File: src/rtl/io_btn_debounce.sv
// Multi-channel push-button debouncer: synchroniser, per-channel stability FSM,
// edge pulses and sticky press events with write-one-to-clear.
//
// state     | meaning
// IDLE_LOW  | debounced level released, synchronised input agrees
// CHK_HIGH  | input pressed, counting consecutive pressed cycles
// IDLE_HIGH | debounced level pressed, synchronised input agrees
// CHK_LOW   | input released, counting consecutive released cycles
module io_btn_debounce #(
    parameter int NUM_CH      = 4,
    parameter int CNT_W       = 16,
    parameter int SYNC_STAGES = 2,
    parameter int ACTIVE_LOW  = 1
) (
    input  logic              i_clk,
    input  logic              i_rst,
    input  logic [NUM_CH-1:0] i_btn,
    input  logic [CNT_W-1:0]  i_stable_cnt,
    input  logic [NUM_CH-1:0] i_clr,
    output logic [NUM_CH-1:0] o_btn_level,
    output logic [NUM_CH-1:0] o_btn_rise,
    output logic [NUM_CH-1:0] o_btn_fall,
    output logic [NUM_CH-1:0] o_evt_sticky,
    output logic              o_evt_any
);

    typedef enum logic [1:0] {IDLE_LOW, CHK_HIGH, IDLE_HIGH, CHK_LOW} state_t;

    logic [NUM_CH-1:0] btn_pressed;
    logic [CNT_W-1:0]  thresh;

    assign btn_pressed = (ACTIVE_LOW != 0) ? ~i_btn : i_btn;
    assign thresh      = (i_stable_cnt == '0) ? CNT_W'(1) : i_stable_cnt;

    for (genvar g = 0; g < NUM_CH; g++) begin : g_ch
        logic [SYNC_STAGES-1:0] sync;
        state_t                 state;
        logic [CNT_W-1:0]       cnt;
        logic [CNT_W:0]         cnt_inc;
        logic [CNT_W-1:0]       cnt_nxt;
        logic                   s;
        logic                   hit;
        logic                   level_q;
        logic                   rise_q;
        logic                   fall_q;
        logic                   sticky_q;

        assign s       = sync[SYNC_STAGES-1];
        assign cnt_inc = {1'b0, cnt} + (CNT_W+1)'(1);
        assign cnt_nxt = (cnt == '1) ? cnt : cnt_inc[CNT_W-1:0];
        // Compared against the live threshold so lowering it mid-check takes effect next edge.
        assign hit     = cnt_inc >= {1'b0, thresh};

        always_ff @(posedge i_clk) begin
            if (i_rst) begin
                sync     <= '0;
                state    <= IDLE_LOW;
                cnt      <= '0;
                level_q  <= 1'b0;
                rise_q   <= 1'b0;
                fall_q   <= 1'b0;
                sticky_q <= 1'b0;
            end else begin
                sync   <= {sync[SYNC_STAGES-2:0], btn_pressed[g]};
                rise_q <= 1'b0;
                fall_q <= 1'b0;
                // A press in the same cycle overrides this clear further down.
                if (i_clr[g]) sticky_q <= 1'b0;
                case (state)
                    IDLE_LOW: begin
                        if (s) begin
                            if (thresh == CNT_W'(1)) begin
                                level_q  <= 1'b1;
                                rise_q   <= 1'b1;
                                sticky_q <= 1'b1;
                                state    <= IDLE_HIGH;
                            end else begin
                                state <= CHK_HIGH;
                                cnt   <= CNT_W'(1);
                            end
                        end
                    end
                    CHK_HIGH: begin
                        if (!s) begin
                            state <= IDLE_LOW;
                            cnt   <= '0;
                        end else if (hit) begin
                            level_q  <= 1'b1;
                            rise_q   <= 1'b1;
                            sticky_q <= 1'b1;
                            state    <= IDLE_HIGH;
                            cnt      <= '0;
                        end else begin
                            cnt <= cnt_nxt;
                        end
                    end
                    IDLE_HIGH: begin
                        if (!s) begin
                            if (thresh == CNT_W'(1)) begin
                                level_q <= 1'b0;
                                fall_q  <= 1'b1;
                                state   <= IDLE_LOW;
                            end else begin
                                state <= CHK_LOW;
                                cnt   <= CNT_W'(1);
                            end
                        end
                    end
                    CHK_LOW: begin
                        if (s) begin
                            state <= IDLE_HIGH;
                            cnt   <= '0;
                        end else if (hit) begin
                            level_q <= 1'b0;
                            fall_q  <= 1'b1;
                            state   <= IDLE_LOW;
                            cnt     <= '0;
                        end else begin
                            cnt <= cnt_nxt;
                        end
                    end
                    default: begin
                        state <= IDLE_LOW;
                        cnt   <= '0;
                    end
                endcase
            end
        end

        assign o_btn_level[g]  = level_q;
        assign o_btn_rise[g]   = rise_q;
        assign o_btn_fall[g]   = fall_q;
        assign o_evt_sticky[g] = sticky_q;
    end

    always_ff @(posedge i_clk) begin
        if (i_rst) o_evt_any <= 1'b0;
        else       o_evt_any <= |o_evt_sticky;
    end

endmodule

File: config.mk
export PLATFORM = sky130hd
export DESIGN_NAME = io_btn_debounce
export DESIGN_NICKNAME = d
export VERILOG_FILES = /design/src/rtl/io_btn_debounce.sv
export SDC_FILE = /design/constraint.sdc
export NUM_CORES = 1
export LEC_CHECK = 0
export CORE_ASPECT_RATIO = 1.2
export CORE_MARGIN = 5
export CORE_UTILIZATION = 65
export DETAILED_ROUTE_END_ITERATION = 10
export MAX_ROUTING_LAYER = met4
export PLACE_DENSITY_LB_ADDON = 0.1
export SLEW_MARGIN = 20
export SYNTH_ARGS = -nofsm -noshare
export SYNTH_HDL_FRONTEND = slang
export SYNTH_SLANG_ARGS = --single-unit
File: constraint.sdc
create_clock -name i_clk -period 8 [get_ports i_clk]
set_clock_uncertainty 0.2 [all_clocks]
set_input_delay 1.6 -clock i_clk [delete_from_list [all_inputs] [get_ports i_clk]]
set_output_delay 1.6 -clock i_clk [all_outputs]
set_load 0.02 [all_outputs]
**After elaboration in Yosys (flattened, before gate mapping)**

Cells that the tools add are included.

- Bits in registers: 97
- Bits of input ports: 26

- $add $sub $neg: 4
- Order comparisons: 4
- Equal/unequal tests: 57
- Multiplexer cells: 146
- Bitwise logic cells: 1
- Reduce and logical (&&, ||, !) cells: 18

Operators with widths:

| kind | number |
|---|---|
| 16-bit 2-to-1 mux | 29 |
| 16-bit case mux with 4 select lines | 4 |
| 16-bit by 1-bit adder with 17-bit output, second input constant | 4 |
| 17-bit by 16-bit greater-or-equal comparator with 1-bit output | 4 |
| 1-bit 2-to-1 mux | 67 |
| 16-bit equality test, second input constant | 4 |
| 2-bit inequality test, second input constant | 32 |
| 2-bit 2-to-1 mux | 26 |
| 2-bit case mux with 4 select lines | 4 |
| 8-bit AND reduction | 4 |
| 3-bit inequality test, second input constant | 8 |
| 1-bit case mux with 2 select lines | 12 |
| 16-bit by 1-bit equality test with 1-bit output, second input constant | 1 |
| 2-bit equality test, second input constant | 8 |
| 16-bit logical NOT | 1 |
| 1-bit case mux with 4 select lines | 4 |
| 4-bit AND reduction | 4 |
| 2-bit by 1-bit equality test with 1-bit output, second input constant | 4 |
| 2-bit logical NOT | 4 |
| 2-bit AND reduction | 4 |
| 4-bit inverter | 1 |
| 4-bit OR reduction | 1 |

**Longest topological paths before layout**

Gate-level depths: netlist (run 1).

- Word-level depth: 6
- Gate-level depth with buffers: 14
- Gate-level depth less buffers: 12

**Worst setup path after synthesis (run 1)**

Ideal clock, no wire load.

- Kind: input-to-reg
- Start: input i_stable_cnt[4]
- End: register g_ch[2].state[1]
- Library setup time: 0.116 ns
- Data arrival time: 3.954 ns
- Path slack: 3.730 ns
- Stages on the path: 11
- Buffers on the path: 1
- Path through: nor4_1 -> nand4_1 -> nand2b_1 -> ha_1 -> nand2b_1 -> a21oi_1 -> a2111oi_1 -> nor4b_4 -> or2_0 -> buf_2 -> a31o_2

- Cells in the longest elaborated chain, start to end: 6
- Elaborated cells on any way between the ends: 12
- Classes of those cells: order compare (1); eq/ne (3); mux (6); reduce/logical (2)

Ends and longest elaborated chain:

| element | line | text |
|---|---|---|
| start, declared | 18 | `input logic [CNT_W-1:0] i_stable_cnt,` |
| 16-bit logical NOT | 33 | `assign thresh = (i_stable_cnt == '0) ? CNT_W'(1) : i_stable_cnt;` |
| 16-bit 2-to-1 mux (*) | 33 |  |
| branches (longest 4 deep; another with 17-bit by 16-bit greater-or-equal comparator with 1-bit output) | - |  |
| end signal, assigned | 76 | `state <= IDLE_HIGH;` |
| end signal, assigned | 102 | `state <= IDLE_LOW;` |
| end signal, assigned | 104 | `state <= CHK_LOW;` |
| end, declared | 37 | `state_t state;` |

Mark *: on every way between the ends. The select of a mux whose other input is x is not followed.
A chain may end at the register's enable or synchronous reset.

**Final worst setup path (run 1)**

- Start: input i_stable_cnt[8]
- End: register g_ch[0].cnt[4]

- Cells in the longest elaborated chain, start to end: 6
- Elaborated cells on any way between the ends: 11
- Classes of those cells: order compare (1); eq/ne (1); mux (8); reduce/logical (1)

Ends and longest elaborated chain:

| element | line | text |
|---|---|---|
| 16-bit logical NOT | 33 |  |
| 16-bit 2-to-1 mux (*) | 33 |  |
| 17-bit by 16-bit greater-or-equal comparator with 1-bit output or 16-bit by 1-bit equality test with 1-bit output (tied branches) | 52, 72, 99 |  |
| 16-bit 2-to-1 mux, on equally long branches (2 in series) | - |  |
| 16-bit case mux with 4 select lines (*) | 69 | `case (state)` |
| end signal, assigned | 94 | `cnt <= cnt_nxt;` |
| end signal, assigned | 119 | `cnt <= cnt_nxt;` |
| end, declared | 38 | `logic [CNT_W-1:0] cnt;` |

Mark *: on every way between the ends. The rest lies on a longest branch, timed or not. The select of a mux whose other input is x is not followed.

==> results of run 1 <==
[state kept, by name, indices dropped and copies added, names as in the netlist]
register	cells
g_ch.fall_q	4
g_ch.rise_q	4
g_ch.state	8
o_evt_any	1
g_ch.cnt	64
g_ch.sync	8
g_ch.sticky_q	4
g_ch.level_q	4
[cells in the final DEF (no fill, tap or decap), drive strengths merged, types with 41 or more instances in the layout]
cell type       n
a21oi          52
clkdlybuf4s50  41
dfxtp          97
ha             68
inv            44
nand2          76
nand3          56
nor2           59
o21ai          53
[critical path: stages]
cell and delay, ns:
clkdlybuf4s50_1 0.43, nor4_1 0.37, nand4_1 0.48, nand2b_1 0.33
ha_1 0.28, nor2_1 0.10, a21oi_1 0.07, o21ai_0 0.51
nand4_1 0.45, nor2_1 0.48, a22o_1 0.22
[per-layer routing]
metal  share of wire  routed length (um)  vias up  global-route usage
li1                -                   -     3148                   -
met1            0.41                7680     3099               0.346
met2            0.48                9050      269               0.508
met3           0.060                1130       64              0.0460
met4           0.045                 849        0               0.165
met5               0                   0        -                   -
[power by group through the flow]
stage / Sequential [mW] / Combinational (mW) / Clock, mW
final: 0.493 / 0.0950 / 0.438
after global routing: 0.494 / 0.104 / 0.467
after CTS: 0.493 / 0.0932 / 0.440
after detailed placement: 0.504 / 0.0924 / 0
after global placement: 0.504 / 0.0889 / 0
after floorplan: 0.503 / 0.0585 / 0
[worst min-delay path by stage]
stage,startpoint,end,cells past startpoint
2_1_floorplan,g_ch[0].sync[0],g_ch[0].sync[1],1
3_3_place_gp,g_ch[0].sync[0],g_ch[0].sync[1],1
3_5_place_dp,g_ch[3].sync[0],g_ch[3].sync[1],1
4_1_cts,g_ch[0].sync[0],g_ch[0].sync[1],1
5_1_grt,g_ch[0].sync[0],g_ch[0].sync[1],1
6_report,g_ch[3].sync[0],g_ch[3].sync[1],1
[logic make-up (layout without fill, tap and decap cells)]
logic type,Yosys count,in the layout
simple gates,316,316
compound gates,219,219
buf+inv,100,108
flops,97,97
fa+ha+maj,68,68
xor+xnor,57,57
mux,2,2
[area by class of cell]
cell class	count	area [sq um]
fillers	845	2920
well taps	129	161
clock buffers	12	236
inverters	44	165
multi-input cells	662	4530
flip-flops and latches	97	1940
repair buffers	48	460
clock inverters	4	53.8
[metrics by stage]
| step | setup WS (ns) | hold WS (ns) | power [mW] |
|---|---|---|---|
| 2_1_floorplan | 3.73 | 0.214 | 0.561 |
| 3_3_place_gp | 2.73 | 0.218 | 0.593 |
| 3_5_place_dp | 2.53 | 0.230 | 0.597 |
| 4_1_cts | 2.85 | 0.245 | 1.03 |
| 5_1_grt | 2.39 | 0.260 | 1.06 |
| 6_report | 2.78 | 0.241 | 1.03 |
==> impl_metrics.env, run 1 <==
export IMPL_status="completed"
export IMPL_syn_inst=859
export IMPL_syn_avg_cell_area_sq_um=8.08
export IMPL_cts_buffers=9
export IMPL_synth_compound_area_frac=0.218
export IMPL_synth_xor_area_share=0.0720
export IMPL_wire_per_inst_um=18.8
export IMPL_h_tree_depth=3
export IMPL_io_buffers=42
export IMPL_die_area_sq_um=12800
export IMPL_synth_most_common_cell="dfxtp_1"
export IMPL_fmax_ghz=0.192
export IMPL_clk_pin_slew_ns=0.07
export IMPL_hpwl_um=13500
export IMPL_die_y_um=123
export IMPL_seqPwrFrac=0.481
export IMPL_clockBufferDepth=2
export IMPL_rrSetupSlack_ns=3.68
export IMPL_antenna_cells=0
export IMPL_yosys_area_share_simple=0.237
export IMPL_cts_sinks=97
export IMPL_hold_viol=0
export IMPL_drc=0
export IMPL_p_sw_frac=0.253
export IMPL_cp_arrival_ns=5.31
export IMPL_r2r_end="g_ch[0].cnt[4]"
export IMPL_crit_fanout=10
export IMPL_post_route_period_util=0.652
export IMPL_yosys_top_cells_area="dfxtp_1 (28%), ha_1 (12%), nand2_1 (4.1%)"
export IMPL_synth_nets=953
export IMPL_p_leak_nw=2.99
export IMPL_synthArstFlopShare=0
export IMPL_track_usage=0.302
export IMPL_start_util=0.663
export IMPL_design_area_sq_um=7540
export IMPL_dr_first_iter_drc_count=451
export IMPL_grt_pass1_vias=6483
export IMPL_power_switching_mw=0.260
export IMPL_dp_cells=980
export IMPL_cp_startpoint="i_stable_cnt[8]"
export IMPL_worstSkewPairLatency_ns=0.35
export IMPL_ys_types=80
export IMPL_synth_flop_cell="dfxtp_1"
export IMPL_internal_power_mw=0.767
export IMPL_postCtsSetupBuffers=0
export IMPL_synth_top_family_by_area="simple AND/OR/NAND/NOR gates"
export IMPL_cp_start_kind="input pin"
export IMPL_ys_warn_count=0
export IMPL_worstMarginPinSlew_ns=1.04
export IMPL_area_growth_pct=8.75
export IMPL_grt_max_degree=57
export IMPL_ys_seq_elements=97
export IMPL_synthAdderAreaFrac=0.123
export IMPL_die_x_um=104
export IMPL_cts_tree="yes"
export IMPL_r2r_worst_path_cells=12
export IMPL_routed_wirelength_um=18700
export IMPL_cts_repair_resized=0
export IMPL_final_nets=956
export IMPL_rows=41
export IMPL_max_slew_margin=0.306
export IMPL_power_density_nw_per_um2=136
export IMPL_gp_congestion=0.937
export IMPL_tns_ns=0
export IMPL_layout_min_cycle_time_ns=5.22
export IMPL_drt_antenna_violating_nets=0
export IMPL_hp_class="flip-flop to flip-flop"
export IMPL_core_sq_um=10500
export IMPL_synth_edf_count=0
export IMPL_layout_cells_non_filler=996
export IMPL_via_count=6580
export IMPL_worstPathRequired_ns=8.09
export IMPL_yosysSeqAreaShare=0.280
export IMPL_rsz0062_at_grt="false"
export IMPL_worstSetupEndpoint="g_ch[0].cnt[4]"
export IMPL_first_pass_iters=9
export IMPL_drive_gt1_frac=0.0415
export IMPL_netlist_area_sq_um=6940
export IMPL_holdBufCountCts=0
export IMPL_dpl_cell_area_sq_um=7250
export IMPL_comb_power_share=0.093
export IMPL_r2r_start="g_ch[0].cnt[0]"
export IMPL_netlist_area_leader_share=0.280
export IMPL_synthMuxAreaShare=0.00289
export IMPL_yosysTopAreaCell="dfxtp_1"
export IMPL_num_io_pins=43
export IMPL_clockPowerShare=0.427
export IMPL_grt_pass1_wl_um=31000
export IMPL_antenna_found_initial=0
export IMPL_path_class="input pin to flip-flop"
export IMPL_drv_slew=0
export IMPL_ir_drop_v=0.000120
export IMPL_yosys_top_cells_count="dfxtp_1 (97), nand2_1 (76), ha_1 (68)"
export IMPL_finalSetupViolations=0
export IMPL_via_per_inst=6.61
export IMPL_cts_root_buf="clkbuf_16"
export IMPL_fin_util=0.721
export IMPL_overflow=0
export IMPL_critPathCaptureType="flip-flop"
export IMPL_maxCapViolations=0
No activity file was read; power rests on OpenSTA's default activity.
==> run 2, diff against run 1 <==
--- a/config.mk
+++ b/config.mk
@@ -7,7 +7,7 @@
 export LEC_CHECK = 0
 export CORE_ASPECT_RATIO = 1.2
 export CORE_MARGIN = 5
-export CORE_UTILIZATION = 65
+export CORE_UTILIZATION = 61
 export DETAILED_ROUTE_END_ITERATION = 10
 export MAX_ROUTING_LAYER = met4
 export PLACE_DENSITY_LB_ADDON = 0.1
==> constraint.sdc (replaced) <==
create_clock -name i_clk -period 5.4 [get_ports i_clk]
set_clock_uncertainty 0.2 [all_clocks]
set_input_delay 1.08 -clock i_clk [delete_from_list [all_inputs] [get_ports i_clk]]
set_output_delay 1.08 -clock i_clk [all_outputs]
set_load 0.02 [all_outputs]
==> run 2 against run 1 <==
- global-route usage decreased by 2.5 points
- final cell count increased by 2.7%
- power increased by 50%
- combinational power increased by 49%
- largest cell class unchanged
- non-clock buffer count increased by 2
- first-iteration DRC count decreased by 4.4%
- worst setup slack got worse by 1.7 ns
- sequential power increased by 48%
==> impl_metrics.env, run 2 (same netlist as run 1, synthesis figures left out) <==
export IMPL_worstMarginPinSlew_ns=1.11
export IMPL_via_count=6520
export IMPL_hold_viol=0
export IMPL_cts_repair_resized=0
export IMPL_dp_cells=1007
export IMPL_track_usage=0.277
export IMPL_max_slew_margin=0.258
export IMPL_die_x_um=107
export IMPL_antenna_found_initial=0
export IMPL_crit_chain="clkdlybuf4s50_1 > nor4_1 > nand4_1 > buf_4 > nand2b_1 > ha_1 > nor2_1 > a21oi_1 > o21ai_0 > nand4_1 > nor2_1 > a22o_1"
export IMPL_critPathCaptureType="flip-flop"
export IMPL_path_class="input pin to flip-flop"
export IMPL_dr_first_iter_drc_count=431
export IMPL_drc=0
export IMPL_wire_per_inst_um=18.0
export IMPL_area_growth_pct=9.65
export IMPL_layout_cells_non_filler=1023
export IMPL_seqPwrFrac=0.475
export IMPL_ir_drop_v=0.000184
export IMPL_most_common_layout_cells="dfxtp_1 (97), nand2_1 (76), ha_1 (68)"
export IMPL_h_tree_depth=3
export IMPL_comb_power_share=0.092
export IMPL_via_per_inst=6.37
export IMPL_drive_gt1_frac=0.0460
export IMPL_power_mw=1.54
export IMPL_io_buffers=42
export IMPL_post_place_ws_ns=0.797
export IMPL_crit_fanout=10
export IMPL_grt_pass1_wl_um=30000
export IMPL_first_pass_iters=6
export IMPL_largest_register_ffs=64
export IMPL_design_area_sq_um=7610
export IMPL_grt_pass1_vias=6258
export IMPL_post_route_period_util=0.792
export IMPL_num_io_pins=43
export IMPL_final_common_cell="dfxtp_1"
export IMPL_fmax_ghz=0.234
export IMPL_core_sq_um=11100
export IMPL_die_area_sq_um=13600
export IMPL_cts_tree="yes"
export IMPL_holdBufCountCts=0
export IMPL_clockPowerShare=0.433
export IMPL_hp_class="flip-flop to flip-flop"
export IMPL_cts_buffers=9
export IMPL_top_register="g_ch.cnt"
export IMPL_rsz0062_at_grt="false"
export IMPL_cts_root_buf="clkbuf_16"
export IMPL_grt_max_degree=56
export IMPL_hpwl_um=13600
export IMPL_cp_num_buf_inv=2
export IMPL_start_util=0.626
export IMPL_overflow=0
export IMPL_gp_congestion=0.975
export IMPL_die_y_um=127
export IMPL_fin_util=0.686
export IMPL_reg_largest_list="g_ch.cnt (64), g_ch.state (8), g_ch.sync (8)"
export IMPL_worstSkewPairLatency_ns=0.34
export IMPL_internal_power_mw=1.15
export IMPL_clockBufferDepth=2
export IMPL_worstPathRequired_ns=5.49
export IMPL_maxCapViolations=0
export IMPL_clk_pin_slew_ns=0.07
export IMPL_layout_min_cycle_time_ns=4.28
export IMPL_cp_arrival_ns=4.36
export IMPL_crit_path_max_incr_delay_ns=0.46
export IMPL_status="completed"
export IMPL_power_density_nw_per_um2=202
export IMPL_final_nets=958
export IMPL_cp_slowest_cell="o21ai_0"
export IMPL_finalWorstSetupSlack_ns=1.12
export IMPL_p_leak_nw=3.01
export IMPL_drt_antenna_violating_nets=0
export IMPL_finalSetupViolations=0
export IMPL_drv_slew=0
export IMPL_tns_ns=0
export IMPL_postCtsSetupBuffers=0
export IMPL_routed_wirelength_um=18400
export IMPL_dpl_cell_area_sq_um=7300
export IMPL_p_sw_frac=0.252
export IMPL_antenna_cells=0
export IMPL_whs_ns=0.244
export IMPL_cts_sinks=97
export IMPL_power_switching_mw=0.388
export IMPL_rows=42
export IMPL_cp_top_family="simple AND/OR/NAND/NOR gates"
export IMPL_cp_start_kind="input pin"
[run 2: cell count changes in the layout (fill, tap and decap cells not counted)]
cell	previous run	this run
clkbuf_1	3	1
clkinvlp_4	2	1
inv_6	0	1
clkbuf_8	0	1
buf_4	6	8
clkinv_4	1	2
[run 2: cell type report]
class	instances	area, sq um
multi-input cells	662	4530
fillers	948	3480
flip-flops and latches	97	1940
repair buffers	50	475
clock buffers	11	243
well taps	154	193
inverters	44	165
clock inverters	5	63.8
[run 2: final timing paths]
kind	startpoint	slack [ns]	to	depth (start not counted)
max	i_stable_cnt[4]	1.12	g_ch[0].cnt[3]	12
min reg2reg	g_ch[0].sync[0]	0.24	g_ch[0].sync[1]	1
max reg2reg	g_ch[2].cnt[0]	1.16	g_ch[2].cnt[6]	12
min	g_ch[0].sync[0]	0.24	g_ch[0].sync[1]	1
[run 2: metal layers]
| metal | track usage | part of all wire | wire length (um) | vias to the layer above |
|---|---|---|---|---|
| li1 | - | - | - | 3156 |
| met1 | 0.332 | 0.42 | 7720 | 3067 |
| met2 | 0.471 | 0.49 | 9060 | 246 |
| met3 | 0.0427 | 0.060 | 1100 | 51 |
| met4 | 0.0973 | 0.029 | 528 | 0 |
| met5 | - | 0 | 0 | - |
[run 2: power groups by stage]
| stage | registers [mW] | clock network [mW] | logic (mW) |
|---|---|---|---|
| floorplan | 0.745 | 0 | 0.0866 |
| global placement | 0.747 | 0 | 0.133 |
| detailed placement | 0.747 | 0 | 0.138 |
| CTS | 0.731 | 0.674 | 0.139 |
| global route | 0.732 | 0.708 | 0.154 |
| finish | 0.731 | 0.667 | 0.142 |
==> run 3, diff against run 2 <==
==> constraint.sdc (replaced) <==
create_clock -name i_clk -period 4.35 [get_ports i_clk]
set_clock_uncertainty 0.2 [all_clocks]
set_input_delay 0.87 -clock i_clk [delete_from_list [all_inputs] [get_ports i_clk]]
set_output_delay 0.87 -clock i_clk [all_outputs]
set_load 0.02 [all_outputs]
==> run 3 against run 2 <==
- critical path depth is the same
- register-to-register slack lost 0.84 ns
- routed wire length shrank 1.2%
- clock power grew 18%
- design area grew 0.39%
- count of clock-buffer cells in the layout shrank 1
- critical endpoint is now g_ch[0].cnt[4]
==> impl_metrics.env, run 3 (same netlist as run 1, synthesis figures left out) <==
export IMPL_io_buffers=42
export IMPL_final_nets=963
export IMPL_cts_tree="yes"
export IMPL_power_mw=1.87
export IMPL_reg_largest_list="g_ch.cnt (64), g_ch.state (8), g_ch.sync (8)"
export IMPL_status="completed"
export IMPL_holdPathStages=1
export IMPL_ir_drop_v=0.000152
export IMPL_routed_wirelength_um=18200
export IMPL_largest_register_ffs=64
export IMPL_fillers=911
export IMPL_hp_class="flip-flop to flip-flop"
export IMPL_r2r_end="g_ch[0].cnt[4]"
export IMPL_cp_arrival_ns=4.12
export IMPL_die_area_sq_um=13600
export IMPL_area_growth_pct=10.1
export IMPL_cp_common_cell="ha_1"
export IMPL_grt_max_degree=56
export IMPL_power_density_nw_per_um2=245
export IMPL_tns_ns=0
export IMPL_worstPathRequired_ns=4.44
export IMPL_cts_root_buf="clkbuf_16"
export IMPL_finalSetupViolations=0
export IMPL_drt_antenna_violating_nets=0
export IMPL_drc=0
export IMPL_gp_congestion=0.905
export IMPL_rows=42
export IMPL_antenna_found_initial=0
export IMPL_fin_util=0.689
export IMPL_die_y_um=127
export IMPL_via_per_inst=6.33
export IMPL_grt_util_met3=0.0447
export IMPL_cp_startpoint="g_ch[0].cnt[0]"
export IMPL_most_common_layout_cells="dfxtp_1 (97), nand2_1 (76), ha_1 (68)"
export IMPL_design_area_sq_um=7640
export IMPL_max_slew_margin=0.549
export IMPL_fmax_ghz=0.248
export IMPL_h_tree_depth=3
export IMPL_track_usage=0.276
export IMPL_drv_slew=0
export IMPL_r2r_start="g_ch[0].cnt[0]"
export IMPL_cp_top_family="simple AND/OR/NAND/NOR gates"
export IMPL_drive_gt1_frac=0.0538
export IMPL_grt_pass1_vias=6251
export IMPL_critPathCaptureType="flip-flop"
export IMPL_cp_start_kind="flip-flop"
export IMPL_cts_sinks=97
export IMPL_post_route_period_util=0.926
export IMPL_dr_first_iter_drc_count=417
export IMPL_maxCapViolations=0
export IMPL_register_area_sq_um=1940
export IMPL_r2r_worst_path_cells=12
export IMPL_core_sq_um=11100
export IMPL_top_register="g_ch.cnt"
export IMPL_post_place_ws_ns=0.182
export IMPL_via_count=6498
export IMPL_layout_min_cycle_time_ns=4.03
export IMPL_die_x_um=107
export IMPL_crit_chain="ha_1 > nand2_1 > or3_1 > nor2_1 > xnor2_1 > ha_1 > a21oi_1 > o21ai_0 > a31oi_1 > nand4_1 > nor2_2 > a22o_1"
export IMPL_use_met2=0.456
export IMPL_wire_per_inst_um=17.7
export IMPL_crit_fanout=9
export IMPL_top_usage_layer="met2"
export IMPL_p_leak_nw=3.02
export IMPL_min_to="g_ch[1].sync[1]"
export IMPL_hold_viol=0
export IMPL_cts_buffers=9
export IMPL_num_io_pins=43
export IMPL_cp_slowest_cell="dfxtp_1"
export IMPL_worstSkewPairLatency_ns=0.35
export IMPL_crit_path_max_incr_delay_ns=0.47
export IMPL_antenna_cells=0
export IMPL_overflow=0
export IMPL_grt_pass1_wl_um=29800
export IMPL_multi_input_area_sq_um=4540
export IMPL_grtUsageMet1=0.332
export IMPL_worstMarginPinSlew_ns=0.672
export IMPL_finalWorstSetupSlack_ns=0.320
export IMPL_cp_num_buf_inv=0
export IMPL_path_class="flip-flop to flip-flop"
export IMPL_clockBufferDepth=2
export IMPL_dpl_cell_area_sq_um=7320
export IMPL_clk_pin_slew_ns=0.07
export IMPL_rsz0062_at_grt="false"
export IMPL_hpwl_um=13500
export IMPL_hp_start="g_ch[1].sync[0]"
export IMPL_start_util=0.626
export IMPL_first_pass_iters=5
export IMPL_rrSetupSlack_ns=0.32
export IMPL_holdBufCountCts=0
export IMPL_final_common_cell="dfxtp_1"
run 3: through the flow:
| step | hold WS [ns] | cells |
|---|---|---|
| finish | 0.252 | 1027 |
| global route | 0.276 | 1027 |
| global placement | 0.218 | 1010 |
| detailed placement | 0.237 | 1010 |
| floorplan | 0.214 | 859 |
| CTS | 0.253 | 1025 |
run 3: how the worst max path moves through the flow:
stage	cells past startpoint	end	slack [ns]
after floorplan	11	g_ch[2].state[1]	0.81
after global placement	11	g_ch[1].cnt[11]	0.29
after detailed placement	11	g_ch[1].cnt[11]	0.18
after CTS	12	g_ch[0].cnt[2]	0.20
after global routing	12	g_ch[0].sticky_q	0.05
final	12	g_ch[0].cnt[4]	0.32
run 3: cell type report:
type,count,share of cell area
Multi-Input combinational cell,662,0.594
Sequential cell,97,0.254
Timing Repair Buffer,55,0.0672
Clock buffer,10,0.0300
Tap cell,154,0.0252
Inverter,44,0.0216
Clock inverter,5,0.00754
run 3: repair_timing:
item	in CTS	in global routing
endpoints found under the setup margin	0	11
setup buffers	0	2
resized for setup	0	3
run 3: per-layer routing:
metal,up-vias,share of wire
met2,214,0.48
met3,58,0.052
met5,-,0
met1,3061,0.43
li1,3165,-
met4,0,0.039
run 3: report_power, final:
part	switching, mW	internal, mW
Clock	0.346	0.442
Sequential	0.0110	0.897
Combinational	0.107	0.0668
Total	0.463	1.41
